<file path="src/rtl/fetch_skid_buffer_pkg.sv">
// Shared fetch/decode types: captured entry layout, occupancy states and the fault NOP.
package fetch_skid_buffer_pkg;

  localparam int unsigned XLEN = 32;

  // addi x0,x0,0 -- substituted for the instruction word of a faulted fetch
  localparam logic [XLEN-1:0] NOP_INST = 32'h0000_0013;

  typedef struct packed {
    logic [XLEN-1:0] pc;
    logic [XLEN-1:0] inst;
    logic            fault;
  } fetch_entry_t;

  typedef enum logic [1:0] {
    StEmpty,
    StOne,
    StFull
  } skid_state_t;

  // Entry value held while nothing valid is stored
  localparam fetch_entry_t RESET_ENTRY = '{pc: '0, inst: NOP_INST, fault: 1'b0};

endpackage

</file>
<file path="src/rtl/fetch_skid_buffer.sv">
// Two-entry registered skid buffer between fetch and decode. Every output is a
// flop (or decoded purely from state), so no combinational path crosses it.
module fetch_skid_buffer
  import fetch_skid_buffer_pkg::*;
#(
  parameter int unsigned     WIDTH    = XLEN,
  parameter logic [WIDTH-1:0] NOP_INST = fetch_skid_buffer_pkg::NOP_INST
) (
  input  logic             clk,
  input  logic             rst,
  input  logic             flush,
  input  logic             fetch_valid,
  output logic             fetch_ready,
  input  logic [WIDTH-1:0] fetch_pc,
  input  logic [WIDTH-1:0] fetch_inst,
  input  logic             fetch_fault,
  output logic             dec_valid,
  input  logic             dec_ready,
  output logic [WIDTH-1:0] dec_pc,
  output logic [WIDTH-1:0] dec_inst,
  output logic             dec_fault
);

  skid_state_t  state_q, state_d;
  fetch_entry_t head_q, head_d;
  fetch_entry_t skid_q;
  fetch_entry_t cap_entry;
  logic         head_load;
  logic         skid_load;
  logic         push;
  logic         pop;

  assign push = fetch_valid & fetch_ready;
  assign pop  = dec_valid & dec_ready;

  // Fault substitution happens here, on capture; the PC is kept for mepc
  always_comb begin
    cap_entry.pc    = fetch_pc;
    cap_entry.inst  = fetch_fault ? NOP_INST : fetch_inst;
    cap_entry.fault = fetch_fault;
  end

  // Occupancy state register
  always_ff @(posedge clk or posedge rst) begin
    if (rst) begin
      state_q <= StEmpty;
    end else begin
      state_q <= state_d;
    end
  end

  // Next occupancy; flush wins over any push or pop
  always_comb begin
    state_d = state_q;
    if (flush) begin
      state_d = StEmpty;
    end else begin
      unique case (state_q)
        StEmpty: if (push) state_d = StOne;
        StOne: begin
          if (push && !pop)      state_d = StFull;
          else if (!push && pop) state_d = StEmpty;
        end
        StFull:  if (pop) state_d = StOne;
        default: state_d = StEmpty;
      endcase
    end
  end

  // Handshake outputs decoded from state only
  always_comb begin
    fetch_ready = (state_q != StFull);
    dec_valid   = (state_q != StEmpty);
  end

  // Data load enables; a flushed cycle loads nothing so dec_* hold their values
  always_comb begin
    head_load = 1'b0;
    skid_load = 1'b0;
    head_d    = cap_entry;
    if (!flush) begin
      unique case (state_q)
        StEmpty: head_load = push;
        StOne: begin
          head_load = push & pop;
          skid_load = push & ~pop;
        end
        StFull: begin
          head_load = pop;
          head_d    = skid_q;
        end
        default: ;
      endcase
    end
  end

  // Entry storage
  always_ff @(posedge clk or posedge rst) begin
    if (rst) begin
      head_q <= RESET_ENTRY;
      skid_q <= RESET_ENTRY;
    end else begin
      if (head_load) head_q <= head_d;
      if (skid_load) skid_q <= cap_entry;
    end
  end

  assign dec_pc    = head_q.pc;
  assign dec_inst  = head_q.inst;
  assign dec_fault = head_q.fault;

endmodule

</file>
<file path="config.mk">
export PLATFORM = sky130hd
export DESIGN_NAME = fetch_skid_buffer
export DESIGN_NICKNAME = d
export VERILOG_FILES = /design/src/rtl/fetch_skid_buffer_pkg.sv /design/src/rtl/fetch_skid_buffer.sv
export SDC_FILE = /design/constraint.sdc
export NUM_CORES = 1
export LEC_CHECK = 0
export CAP_MARGIN = 10
export CORE_MARGIN = 2
export CORE_UTILIZATION = 33
export DETAILED_ROUTE_END_ITERATION = 7
export PLACE_DENSITY = 0.69
export SLEW_MARGIN = 20
export SYNTH_ARGS = -nofsm -noshare
export SYNTH_HDL_FRONTEND = slang
export SYNTH_SLANG_ARGS = --single-unit
</file>
<file path="constraint.sdc">
create_clock -name clk -period 5.25 [get_ports clk]
set_input_delay 1.3125 -clock clk [delete_from_list [all_inputs] [get_ports clk]]
set_output_delay 1.3125 -clock clk [all_outputs]
set_load 0.05 [all_outputs]
</file>
== Word level (Yosys, flattened, before mapping) ==
Cells that the tools add are included.
Cells by class
  bitwise operators: 5
  reduce and logical (&&, ||, !) cells: 7
  shift-type cells: 0
  multiply operators: 0
  equality and inequality tests: 6
  mux-type cells: 13
  add/sub/neg operators: 0
  $lt $le $gt $ge: 0
  div/mod/pow operators: 0
Operators by type and width (count)
  $mux W65: 2
  $mux W32: 1
  $mux W2: 5
  $ne A3 B3 Y1 const B: 2
  $pmux W2 S3: 1
  $and A1 B1 Y1: 4
  $ne A4 B4 Y1 const B: 1
  $mux W1: 3
  $pmux W1 S3: 1
  $reduce_and A3 Y1: 1
  $eq A2 B1 Y1 const B: 1
  $eq A2 B2 Y1 const B: 1
  $logic_and A1 B1 Y1: 2
  $logic_not A1 Y1: 2
  $logic_not A2 Y1: 1
  $ne A2 B2 Y1 const B: 1
  $reduce_bool A2 Y1: 1
  $not A1 Y1: 1
Storage, ports and cells
  logic and storage cells: 38
  bits in registers: 132
  output and inout port bits: 67
  memories: 0
  latch bits: 0
  memory bits (read-only): 0
  memory bits (writable): 0
  input bits: 70

== Logic depth before layout (Yosys ltp) ==
Gate-level depths: netlist of the first run.
  depth in word-level cells: 8
  mapped depth: 7
  mapped depth without buffers: 4

== Worst setup path after synthesis of the first run ==
OpenSTA, ideal clock, no wires.
  path type: input to register
  start: input fetch_valid
  end: register head_q, in the netlist dec_inst[2]
  arrival time: 2.455 ns
  setup time: 0.125 ns
  data required time: 5.125 ns
  setup slack: 2.671 ns
  buffers on the path: 2
  stages on the path: 6
  cell sequence: nor2b_2 nand2_1 a21oi_1 buf_2 buf_2 mux2_2
Between the ends
  longest elaborated chain between the ends: 4
RTL lines
  start: declaration: RTL line fetch_skid_buffer.sv:12  | input logic fetch_valid,
  $and A1 B1 Y1 *: RTL line fetch_skid_buffer.sv:33  | assign push = fetch_valid & fetch_ready;
  $and A1 B1 Y1: RTL line fetch_skid_buffer.sv:85  | head_load = push & pop;
  $pmux W1 S3 *: RTL line fetch_skid_buffer.sv:82  | unique case (state_q)
  $mux W1 *: RTL line fetch_skid_buffer.sv:81  | if (!flush) begin
  end signal: assignment: RTL line fetch_skid_buffer.sv:100  | head_q <= RESET_ENTRY;
  end signal: assignment: RTL line fetch_skid_buffer.sv:103  | if (head_load) head_q <= head_d;
  end: declaration: RTL line fetch_skid_buffer.sv:25  | fetch_entry_t head_q, head_d;
Every way passes the cells marked *; elsewhere a longest branch is shown, timed or not.
A chain may end at the register's enable or synchronous reset.

== Final worst setup path of the first run ==
  start: register state_q[0]
  end: output dec_valid
Between the ends
  longest elaborated chain between the ends: 1
RTL lines
  start: declaration: RTL line fetch_skid_buffer.sv:24  | skid_state_t state_q, state_d;
  start signal: assignment: RTL line fetch_skid_buffer.sv:46  | state_q <= StEmpty;
  start signal: assignment: RTL line fetch_skid_buffer.sv:48  | state_q <= state_d;
  $reduce_bool A2 Y1: RTL line fetch_skid_buffer.sv:73  | dec_valid = (state_q != StEmpty);
  end: declaration: RTL line fetch_skid_buffer.sv:17  | output logic dec_valid,
Every way passes these cells.

==> summary.md, run 1 <==
| Metric | Value |
|---|---|
| Chip Width | `139 um` |
| Number of placed I/O pins | `137` |
| Share of final-layout standard cells stronger than drive strength 1 | `approximately 28%` |
| Num CTS Buffers | `17` |
| Antenna violations before repair | `0` |
| TritonCTS clock tree | `yes` |
| Routed via count divided by cell count | `4.68` |
| Number of remaining DRC errors | `0` |
| Initial Utilization | `33.4%` |
| Clk Latency, worst-skew pair | `410 ps` |
| Endpoints failing setup | `0` |
| Total of flip-flops plus latches after synthesis | `132` |
| Minimum setup slack among reg-to-reg paths | `3060 ps` |
| Area enclosed by the die boundary | `19200 sq um` |
| Power Dens Cells | `437 nW/um^2` |
| Dpl cell area | `7520 sq um` |
| Antenna diode count | `0` |
| Wire length of the first global-routing pass | `21500 um` |
| Type of the worst setup path | `reg -> out` |
| Sink Count | `132` |
| Warning count from the yosys run | `0` |
| Number of nets in the final layout | `~670` |
| Type of the tightest min-delay check | `reg -> reg` |
| Seq/Total Area, Yosys | `55.3%` |
| Number of post-CTS setup repair buffers | `0` |
| Syn_nets | `544` |
| Cell area after technology mapping | `5990 sq um` |
| Worst Setup End Kind | `output port` |
| CTS Buffer Depth | `2` |
| Area of the core | `17900 sq um` |
| Post-DR wirelength/cell | `14.7 um` |
| Worst Tran Pin Value | `roughly 900 ps` |
| Run status | `finished clean` |
| Total iterations of the first detailed-routing run | `4` |
| RePlAce Congestion | `0.727` |
| Routed wire length | `12400 um` |
| Start point of the worst hold path | `skid_q[1]` |
| Signal arrival time at the worst endpoint | `1880 ps` |
| Setup total negative slack | `0 ps` |
| Max-Cap Viols | `0` |
| Global-route usage over all layers | `13.7%` |
| Pin count of the biggest net entering global routing | `98` |
| Number of hold violations in the final report | `0` |
| Root Driver | `sky130_fd_sc_hd__clkbuf_16` |
| Post-DRT Antenna Nets | `0` |
| Peak ir drop on the vdd network | `0.000285 V` |
| CTS Hold Bufs | `0` |
| Critical R2R Launch | `state_q[1]` |
| Unrepaired setup endpoints after global routing | `false` |
| Clock Skews | `just under 5 ps` |
| Number of gates resized after CTS | `0` |
| Critical-path maximum fanout | `7` |
| Clock period minus final worst setup slack | `3190 ps` |
| Synthesis-to-finish area growth | `36.2%` |
| Terminus of the critical flop-to-flop path | `dec_inst[30]` |
| Detailed-placement wirelength estimate | `around 8000 um` |
| Post-Synthesis Cells | `474` |
| CTS clock-pin slew for the worst setup and hold paths | `50 ps` |
| CP startpoint | `state_q[0]` |
| Via count | `3946` |
| Mean area per synthesized cell | `12.6 sq um` |
| # port buffers | `136` |
| Die extent in y | `139 um` |
| Worst max-slew margin expressed relative to the limit | `40.1%` |
| Via count of the first global-routing pass | `4292` |
| Placement Rows | `49` |
| Max frequency | `between 300 and 400 MHz` |
| Final design utilization | `a little under half` |
| Deepest level of the CTS H-tree | `4` |
| Non-Filler Cell Area, Final | `8150 sq um` |
| Hold Crit Depth | `2` |
| Worst R2R Path Depth | `5` |
| Standby leakage power | `3.52 nW` |
| Detailed Route Iter0 Violations | `around 130` |
| Fraction of the cycle the final worst path needs | `between 60% and 70%` |
| Endpoint of the worst hold-timing path | `skid_q[1]` |
| Required time at the endpoint of the critical path | `3940 ps` |
| Total overflow reported by the global router | `0` |
| Max-slew violations | `0` |
| Synth unique cells | `25` |
| Type of element launching the critical path | `flip-flop` |
## worst max path at each step
| stage | depth (start not counted) | to | slack [ps] |
|---|---|---|---|
| 2_1_floorplan | 1 | dec_fault | 420 |
| 3_3_place_gp | 6 | dec_pc[7] | 1710 |
| 3_5_place_dp | 6 | dec_inst[30] | 1640 |
| 4_1_cts | 2 | dec_valid | 2040 |
| 5_1_grt | 2 | fetch_ready | 1970 |
| 6_report | 2 | dec_valid | 2060 |
## synth_stat cells (all sizes together)
library cell  number  area, sq um
a211oi             1         7.51
a21oi              5         25.0
buf               22          165
clkbuf             9         33.8
dfrtp            126         3150
dfstp              6          158
inv                4         15.0
mux2             128         1570
mux2i              3         30.0
nand2             64          240
nand2b            31          196
nand3b             1         7.51
nor2               7         26.3
nor2b              1         8.76
nor3b              1         18.8
o21a               1         7.51
o21ai             61          305
o22a               1         8.76
or2                1         6.26
or3b               1         8.76
## sequential cells by signal, indices dropped and copies added (netlist names)
register   flops
skid_q        65
dec_inst      32
dec_pc        32
state_q        2
dec_fault      1
## critical path, cell delays in order (launching register included)
cell and delay [ps]:
sky130_fd_sc_hd__dfrtp_1 470, sky130_fd_sc_hd__or2_2 300, sky130_fd_sc_hd__clkdlybuf4s50_1 700
## layout make-up
| class | instances | area (sq um) |
|---|---|---|
| Fill cell | 1617 | 9750 |
| Sequential cell | 132 | 3310 |
| Multi-Input combinational cell | 307 | 2480 |
| Timing Repair Buffer | 140 | 1420 |
| Clock buffer | 24 | 492 |
| Tap cell | 229 | 287 |
| Clock inverter | 8 | 146 |
| Inverter | 4 | 17.5 |
## routing by layer
metal / routed length, um / GRT usage (%) / vias to the layer above
met3: 632 / 4.49 / 10
met2: 5910 / 22.4 / 106
met4: 97 / 3.67 / 0
met5: 0 / 0 / -
met1: 5800 / 17.7 / 1944
li1: - / - / 1886
## layout by cell type (no fill, tap or decap), drive strengths merged
cell             n
nand3b           1
a21oi            5
o21ai           61
nand2b          31
a211oi           1
inv              4
dfstp            6
mux2           128
nor2             7
nor3b            1
mux2i            3
dfrtp          126
clkinvlp         1
nor2b            1
or2              1
o21a             1
clkbuf          24
or3b             1
clkdlybuf4s50  135
nand2           64
buf              5
o22a             1
bufinv           4
clkinv           3
## per-stage QoR
stage / cells / setup WS (ps) / power [mW] / hold slack, ps
after floorplan: 474 / 421 / 1.99 / 445
after global placement: 812 / 1710 / 2.29 / 455
after detailed placement: 812 / 1640 / 2.31 / 457
after CTS: 844 / 2040 / 3.61 / 467
after global routing: 844 / 1970 / 3.73 / 481
final: 844 / 2060 / 3.56 / 465
## report_power, final
part	internal, mW	switching, mW
registers	1.24	0.118
clock network	0.845	0.425
logic	0.417	0.515
total	2.50	1.06
## cell families (layout without fill, tap and decap cells)
family | Yosys count | after routing | synth area share (%)
compound gates | 69 | 69 | 5.91
mux | 131 | 131 | 26.6
simple gates | 107 | 107 | 8.57
buf+inv | 35 | 176 | 3.57
flops | 132 | 132 | 55.3
Note: power is estimated with default switching activity, not from simulation.
==> run 2, diff against run 1 <==
- clock period: 5.25 -> 3.05 ns (I/O delays scaled with it)
==> run 2 against run 1 <==
Sequential share of layout area fell by 0.63 points. Final cell count rose by 0.47%. Register-to-register slack got worse by 1900 ps.
==> summary.md, run 2 (synthesis results as in run 1) <==
| Metric | Value |
|---|---|
| Type of element launching the critical path | `flip-flop` |
| Share of final-layout standard cells stronger than drive strength 1 | `29.1% (+0.62 points)` |
| Clock power frac | `38.0% (+2.3 points)` |
| Endpoints failing setup | `0 (unchanged)` |
| Post-DR wirelength/cell | `15.2 um (+2.9%)` |
| Combinational fraction of design power | `25.3% (-0.9 points)` |
| Number of placed I/O pins | `137 (unchanged)` |
| Worst max-slew margin expressed relative to the limit | `51.9% (+12 points)` |
| Detailed Route Iter0 Violations | `158 (+25%)` |
| Worst Tran Pin Value | `721 ps (-178 ps)` |
| Non-Filler Cell Area, Final | `8280 sq um (+1.6%)` |
| Peak ir drop on the vdd network | `0.000371 V (+30%)` |
| Required time at the endpoint of the critical path | `2290 ps (-1650 ps)` |
| Wire length of the first global-routing pass | `22000 um (+2.2%)` |
| Deepest level of the CTS H-tree | `4 (unchanged)` |
| Area enclosed by the die boundary | `19200 sq um (unchanged)` |
| Fill cell total of the finished layout | `1584 (-2.0%)` |
| Clock period minus final worst setup slack | `2650 ps` |
| Via count of the first global-routing pass | `4320 (+0.65%)` |
| Number of flip-flops in the largest register | `65 (unchanged)` |
| Fraction of the cycle the final worst path needs | `86.7%` |
| Standby leakage power | `3.57 nW (+1.5%)` |
| Most flop-heavy register | `skid_q` |
| Area taken by multi-input logic gates | `2480 sq um (unchanged)` |
| Switching component of the power | `1.85 mW (+75%)` |
| Root Driver | `sky130_fd_sc_hd__clkbuf_16` |
| CTS clock-pin slew for the worst setup and hold paths | `60 ps (about the same)` |
| CTS Buffer Depth | `2 (unchanged)` |
| Number of post-CTS setup repair buffers | `0 (unchanged)` |
| Number of hold violations in the final report | `0 (unchanged)` |
| Number of nets in the final layout | `676 (+0.60%)` |
| Total overflow reported by the global router | `0 (unchanged)` |
| Num CTS Buffers | `17 (unchanged)` |
| Number of gates resized after CTS | `0 (unchanged)` |
| Setup total negative slack | `0 ps (unchanged)` |
| Type of the worst setup path | `reg -> out` |
| Signal arrival time at the worst endpoint | `1880 ps (about the same)` |
| Max-slew violations | `0 (unchanged)` |
| DP Cell Count | `816 (+0.49%)` |
| Total iterations of the first detailed-routing run | `4 (unchanged)` |
| Antenna violations before repair | `0 (unchanged)` |
| Share of total power in sequential cells | `36.8% (-1.4 points)` |
| Max-Cap Viols | `0 (unchanged)` |
| Post-DRT Antenna Nets | `0 (unchanged)` |
| Routed via count divided by cell count | `4.71 (+0.76%)` |
| Synthesis-to-finish area growth | `38.3%` |
| Initial Utilization | `33.4% (unchanged)` |
| Clk Latency, worst-skew pair | `400 ps (about the same)` |
| Most common cell after layout, fill and taps aside | `sky130_fd_sc_hd__clkdlybuf4s50_1` |
| # port buffers | `136 (unchanged)` |
| Via count | `3995 (+1.2%)` |
| Unrepaired setup endpoints after global routing | `false` |
| Critical-path maximum fanout | `7 (unchanged)` |
| RePlAce Congestion | `0.722 (-0.72%)` |
| TritonCTS clock tree | `yes` |
| Sink Count | `132 (unchanged)` |
| Detailed-placement wirelength estimate | `8130 um (+1.5%)` |
| Dpl cell area | `7580 sq um (+0.75%)` |
| CTS Hold Bufs | `0 (unchanged)` |
| Final cell count without fillers | `848 (+0.47%)` |
| Max frequency | `378 MHz` |
| Type of the tightest min-delay check | `reg -> reg` |
| Sequential cell area | `3310 sq um (unchanged)` |
| Placement Rows | `49 (unchanged)` |
| Worst R2R Path Depth | `5 (unchanged)` |
| Die extent in y | `139 um (unchanged)` |
| Min Hold Slack | `465 ps (-0.587 ps)` |
| Number of remaining DRC errors | `0 (unchanged)` |
| Chip Width | `139 um (unchanged)` |
| Antenna diode count | `0 (unchanged)` |
| Worst Setup End Kind | `output port` |
| Power Dens Cells | `770 nW/um^2 (+76%)` |
| Hold Crit Depth | `2 (unchanged)` |
| Pin count of the biggest net entering global routing | `133 (+36%)` |
| Routed wire length | `12900 um (+3.4%)` |
| Global-route usage over all layers | `14.0% (+0.30 points)` |
| Share of total power consumed by net switching | `29.1% (-0.65 points)` |
| Most frequent cells in the layout | `sky130_fd_sc_hd__clkdlybuf4s50_1 (136), sky130_fd_sc_hd__dfrtp_1 (126), sky130_fd_sc_hd__mux2_2 (95)` |
| Clock Skews | `6.12 ps (+1.32 ps)` |
| Run status | `finished clean` |
| Area of the core | `17900 sq um (unchanged)` |
| Power Internal | `4.52 mW (+81%)` |
| Power consumption | `6.38 mW (+79%)` |
[run 2: cell type report]
cell class | count | share of cell area [%]
clock buffer | 20 | 5.51
clock inverter | 12 | 3.01
inverter | 4 | 0.227
multi-input combinational | 307 | 29.9
sequential | 132 | 40.0
tap | 229 | 3.46
timing repair buffer | 144 | 17.9
[run 2: power groups by stage]
stage,registers (mW),clock network (mW),logic (mW)
CTS,2.35,2.48,1.63
global placement,2.35,0,1.60
detailed placement,2.37,0,1.63
global route,2.40,2.56,1.70
floorplan,2.88,0,0.536
finish,2.34,2.42,1.61
[run 2: through the flow]
| step | worst slack (ps) | util, % |
|---|---|---|
| after global placement | 383 | 42.3 |
| final | 404 | 46.3 |
| after floorplan | 655 | - |
| after CTS | 383 | 46.3 |
| after global routing | 345 | 46.3 |
| after detailed placement | 333 | 42.3 |
[run 2: routing by layer]
layer,GRT usage [%],wire [um],vias up,part of all wire [%]
met2,22.9,6200,103,48
met5,0,0,-,0
met4,5.58,184,0,1.4
met3,3.42,576,14,4.5
met1,18.1,5910,1986,46
li1,-,-,1892,-
[run 2: worst paths after layout]
path                                 start         end  slack, ps
worst max-delay path            state_q[0]   dec_valid        400
max in group asynchronous              rst  skid_q[26]       1590
worst min-delay path             skid_q[1]   skid_q[1]        460
min in group asynchronous              rst   dec_pc[1]        890
worst max register to register  state_q[1]  dec_pc[27]       1160
worst min register to register   skid_q[1]   skid_q[1]        460
[run 2: critical path, stage by stage, from the launching register on]
cell and delay, ps:
sky130_fd_sc_hd__dfrtp_1 460, sky130_fd_sc_hd__or2_2 320, sky130_fd_sc_hd__clkdlybuf4s50_1 700
==> run 3, diff against run 2 <==
- CORE_MARGIN: 2 -> default
==> run 3 against run 2 <==
Final cell count shrank 0.35%. Clock power shrank 6%. Hold slack gained 1.6 ps. Combinational power is essentially flat. Sequential share of layout area grew 0.20 points. Highest routed layer unchanged.
==> summary.md, run 3 (synthesis results as in run 1) <==
| Metric | Value |
|---|---|
| Via count | `3968 (-0.68%)` |
| TritonCTS clock tree | `yes` |
| Type of element launching the critical path | `flip-flop` |
| Detailed-placement wirelength estimate | `8170 um (+0.50%)` |
| Root Driver | `sky130_fd_sc_hd__clkbuf_16` |
| Signal arrival time at the worst endpoint | `1870 ps (about the same)` |
| Max-Cap Viols | `0 (unchanged)` |
| Placement Rows | `48 (-2.0%)` |
| Wire length of the first global-routing pass | `21500 um (-2.4%)` |
| Most flop-heavy register | `skid_q` |
| Setup total negative slack | `0 ps (unchanged)` |
| Total iterations of the first detailed-routing run | `4 (unchanged)` |
| Worst Setup End Kind | `output port` |
| Standby leakage power | `3.55 nW (-0.49%)` |
| CTS Buffer Depth | `2 (unchanged)` |
| Number of nets in the final layout | `677 (+0.15%)` |
| Run status | `finished clean` |
| Die extent in y | `137 um (-1.4%)` |
| RePlAce Congestion | `0.729 (+0.96%)` |
| Deepest level of the CTS H-tree | `4 (unchanged)` |
| Type of the tightest min-delay check | `reg -> reg` |
| Critical-path maximum fanout | `7 (unchanged)` |
| Sink Count | `132 (unchanged)` |
| Routed wire length | `12700 um (-1.1%)` |
| Global-route usage over all layers | `14.9% (+0.91 points)` |
| Power consumption | `6.24 mW (-2.2%)` |
| Most frequent cells in the layout | `sky130_fd_sc_hd__clkdlybuf4s50_1 (136), sky130_fd_sc_hd__dfrtp_1 (126), sky130_fd_sc_hd__mux2_2 (95)` |
| Number of flip-flops in the largest register | `65 (unchanged)` |
| Clock Skews | `7.84 ps (+1.71 ps)` |
| Num CTS Buffers | `17 (unchanged)` |
| Pin count of the biggest net entering global routing | `98 (-26%)` |
| Max-slew violations | `0 (unchanged)` |
| Critical R2R Launch | `state_q[0]` |
| # port buffers | `136 (unchanged)` |
| Worst Tran Pin Value | `535 ps (-185 ps)` |
| Number of placed I/O pins | `137 (unchanged)` |
| Worst max-slew margin expressed relative to the limit | `64.2% (+12 points)` |
| Max frequency | `380 MHz (+0.64%)` |
| Via count of the first global-routing pass | `4197 (-2.8%)` |
| Clk Latency, worst-skew pair | `410 ps (about the same)` |
| Total overflow reported by the global router | `0 (unchanged)` |
| Number of remaining DRC errors | `0 (unchanged)` |
| Number of gates resized after CTS | `0 (unchanged)` |
| Peak ir drop on the vdd network | `0.000386 V (+3.9%)` |
| Smallest setup slack after layout | `421 ps (+16.9 ps)` |
| Worst slack after detailed placement | `330 ps (-2.74 ps)` |
| Standard cell with the maximum stage delay on the critical path | `sky130_fd_sc_hd__clkdlybuf4s50_1` |
| Share of final-layout standard cells stronger than drive strength 1 | `28.9% (-0.21 points)` |
| Delay of the slowest cell on the worst path | `700 ps (about the same)` |
| Detailed Route Iter0 Violations | `121 (-23%)` |
| Area enclosed by the die boundary | `18700 sq um (-2.9%)` |
| Synthesis-to-finish area growth | `37.6%` |
| CTS Hold Bufs | `0 (unchanged)` |
| Chip Width | `137 um (-1.4%)` |
| CP startpoint | `state_q[0]` |
| Area of the core | `17500 sq um (-2.4%)` |
| Required time at the endpoint of the critical path | `2290 ps (about the same)` |
| Final design utilization | `47.2% (+0.89 points)` |
| Unrepaired setup endpoints after global routing | `false` |
| Endpoints failing setup | `0 (unchanged)` |
| Type of the worst setup path | `reg -> out` |
| Clock period minus final worst setup slack | `2630 ps (-16.9 ps)` |
| Start point of the worst hold path | `dec_inst[0]` |
| Fraction of the cycle the final worst path needs | `86.2% (-0.55 points)` |
| Cells traversed along the worst timing path | `or2_2 -> clkdlybuf4s50_1` |
| Most common cell after layout, fill and taps aside | `sky130_fd_sc_hd__clkdlybuf4s50_1` |
| Post-DRT Antenna Nets | `0 (unchanged)` |
| Power Dens Cells | `757 nW/um^2 (-1.7%)` |
| Minimum setup slack among reg-to-reg paths | `1200 ps (+40 ps)` |
| Dpl cell area | `7580 sq um (about the same)` |
| Antenna diode count | `0 (unchanged)` |
| Initial Utilization | `34.3% (+0.81 points)` |
| Number of hold violations in the final report | `0 (unchanged)` |
| CTS clock-pin slew for the worst setup and hold paths | `50 ps (about the same)` |
| Routed via count divided by cell count | `4.70 (-0.32%)` |
| Non-Filler Cell Area, Final | `8240 sq um (-0.50%)` |
| Number of post-CTS setup repair buffers | `0 (unchanged)` |
| Post-DR wirelength/cell | `15.1 um (-0.73%)` |
| Antenna violations before repair | `0 (unchanged)` |
-- run 3: cell types whose count changed in the layout (fill, tap and decap cells not counted) --
cell	delta
sky130_fd_sc_hd__inv_6	-1
sky130_fd_sc_hd__clkbuf_1	+2
sky130_fd_sc_hd__bufinv_16	-2
sky130_fd_sc_hd__clkinvlp_4	+1
sky130_fd_sc_hd__clkbuf_8	+2
sky130_fd_sc_hd__buf_4	+1
sky130_fd_sc_hd__clkinv_4	-2
-- run 3: through the flow --
| stage | std cells | hold slack [ps] |
|---|---|---|
| floorplan | 474 | 445 |
| detailed placement | 813 | 459 |
| global route | 845 | 478 |
| finish | 845 | 466 |
| global placement | 813 | 454 |
| CTS | 845 | 467 |
-- run 3: final cells by class --
cell class              instances  area [sq um]
flip-flops and latches        132          3310
multi-input cells             307          2480
clock inverters                 8           170
clock buffers                  24           492
fillers                      1536          9240
repair buffers                145          1490
inverters                       4          18.8
well taps                     225           282
-- run 3: worst max-delay path: cells and delay by family (launching register included) --
family                 cells  cell delay, ps
buffers and inverters      1             700
flip-flops                 1             460
AND/OR/NAND/NOR            1             300
-- run 3: routing by layer --
layer	wire length (um)	part of all wire [%]	track usage, %	up-vias
li1	-	-	-	1898
met1	5880	46	19.2	1960
met2	6030	47	23.9	94
met3	604	4.7	3.67	16
met4	210	1.7	6.54	0
met5	0	0	0	-
-- run 3: path summary, 6_finish.rpt --
check | endpoint | cells after the start
worst max-delay path | dec_valid | 2
worst min-delay path | dec_inst[0] | 2
worst max register to register | dec_pc[2] | 4
worst min register to register | dec_inst[0] | 2
max in group asynchronous | dec_inst[22] | 3
min in group asynchronous | dec_pc[11] | 3
-- run 3: power breakdown --
| group | internal (mW) | leakage (nW) | switching (mW) |
|---|---|---|---|
| clock | 1.54 | 0.317 | 0.739 |
| sequential | 2.14 | 1.64 | 0.207 |
| combinational | 0.724 | 1.59 | 0.892 |
| total | 4.40 | 3.55 | 1.84 |
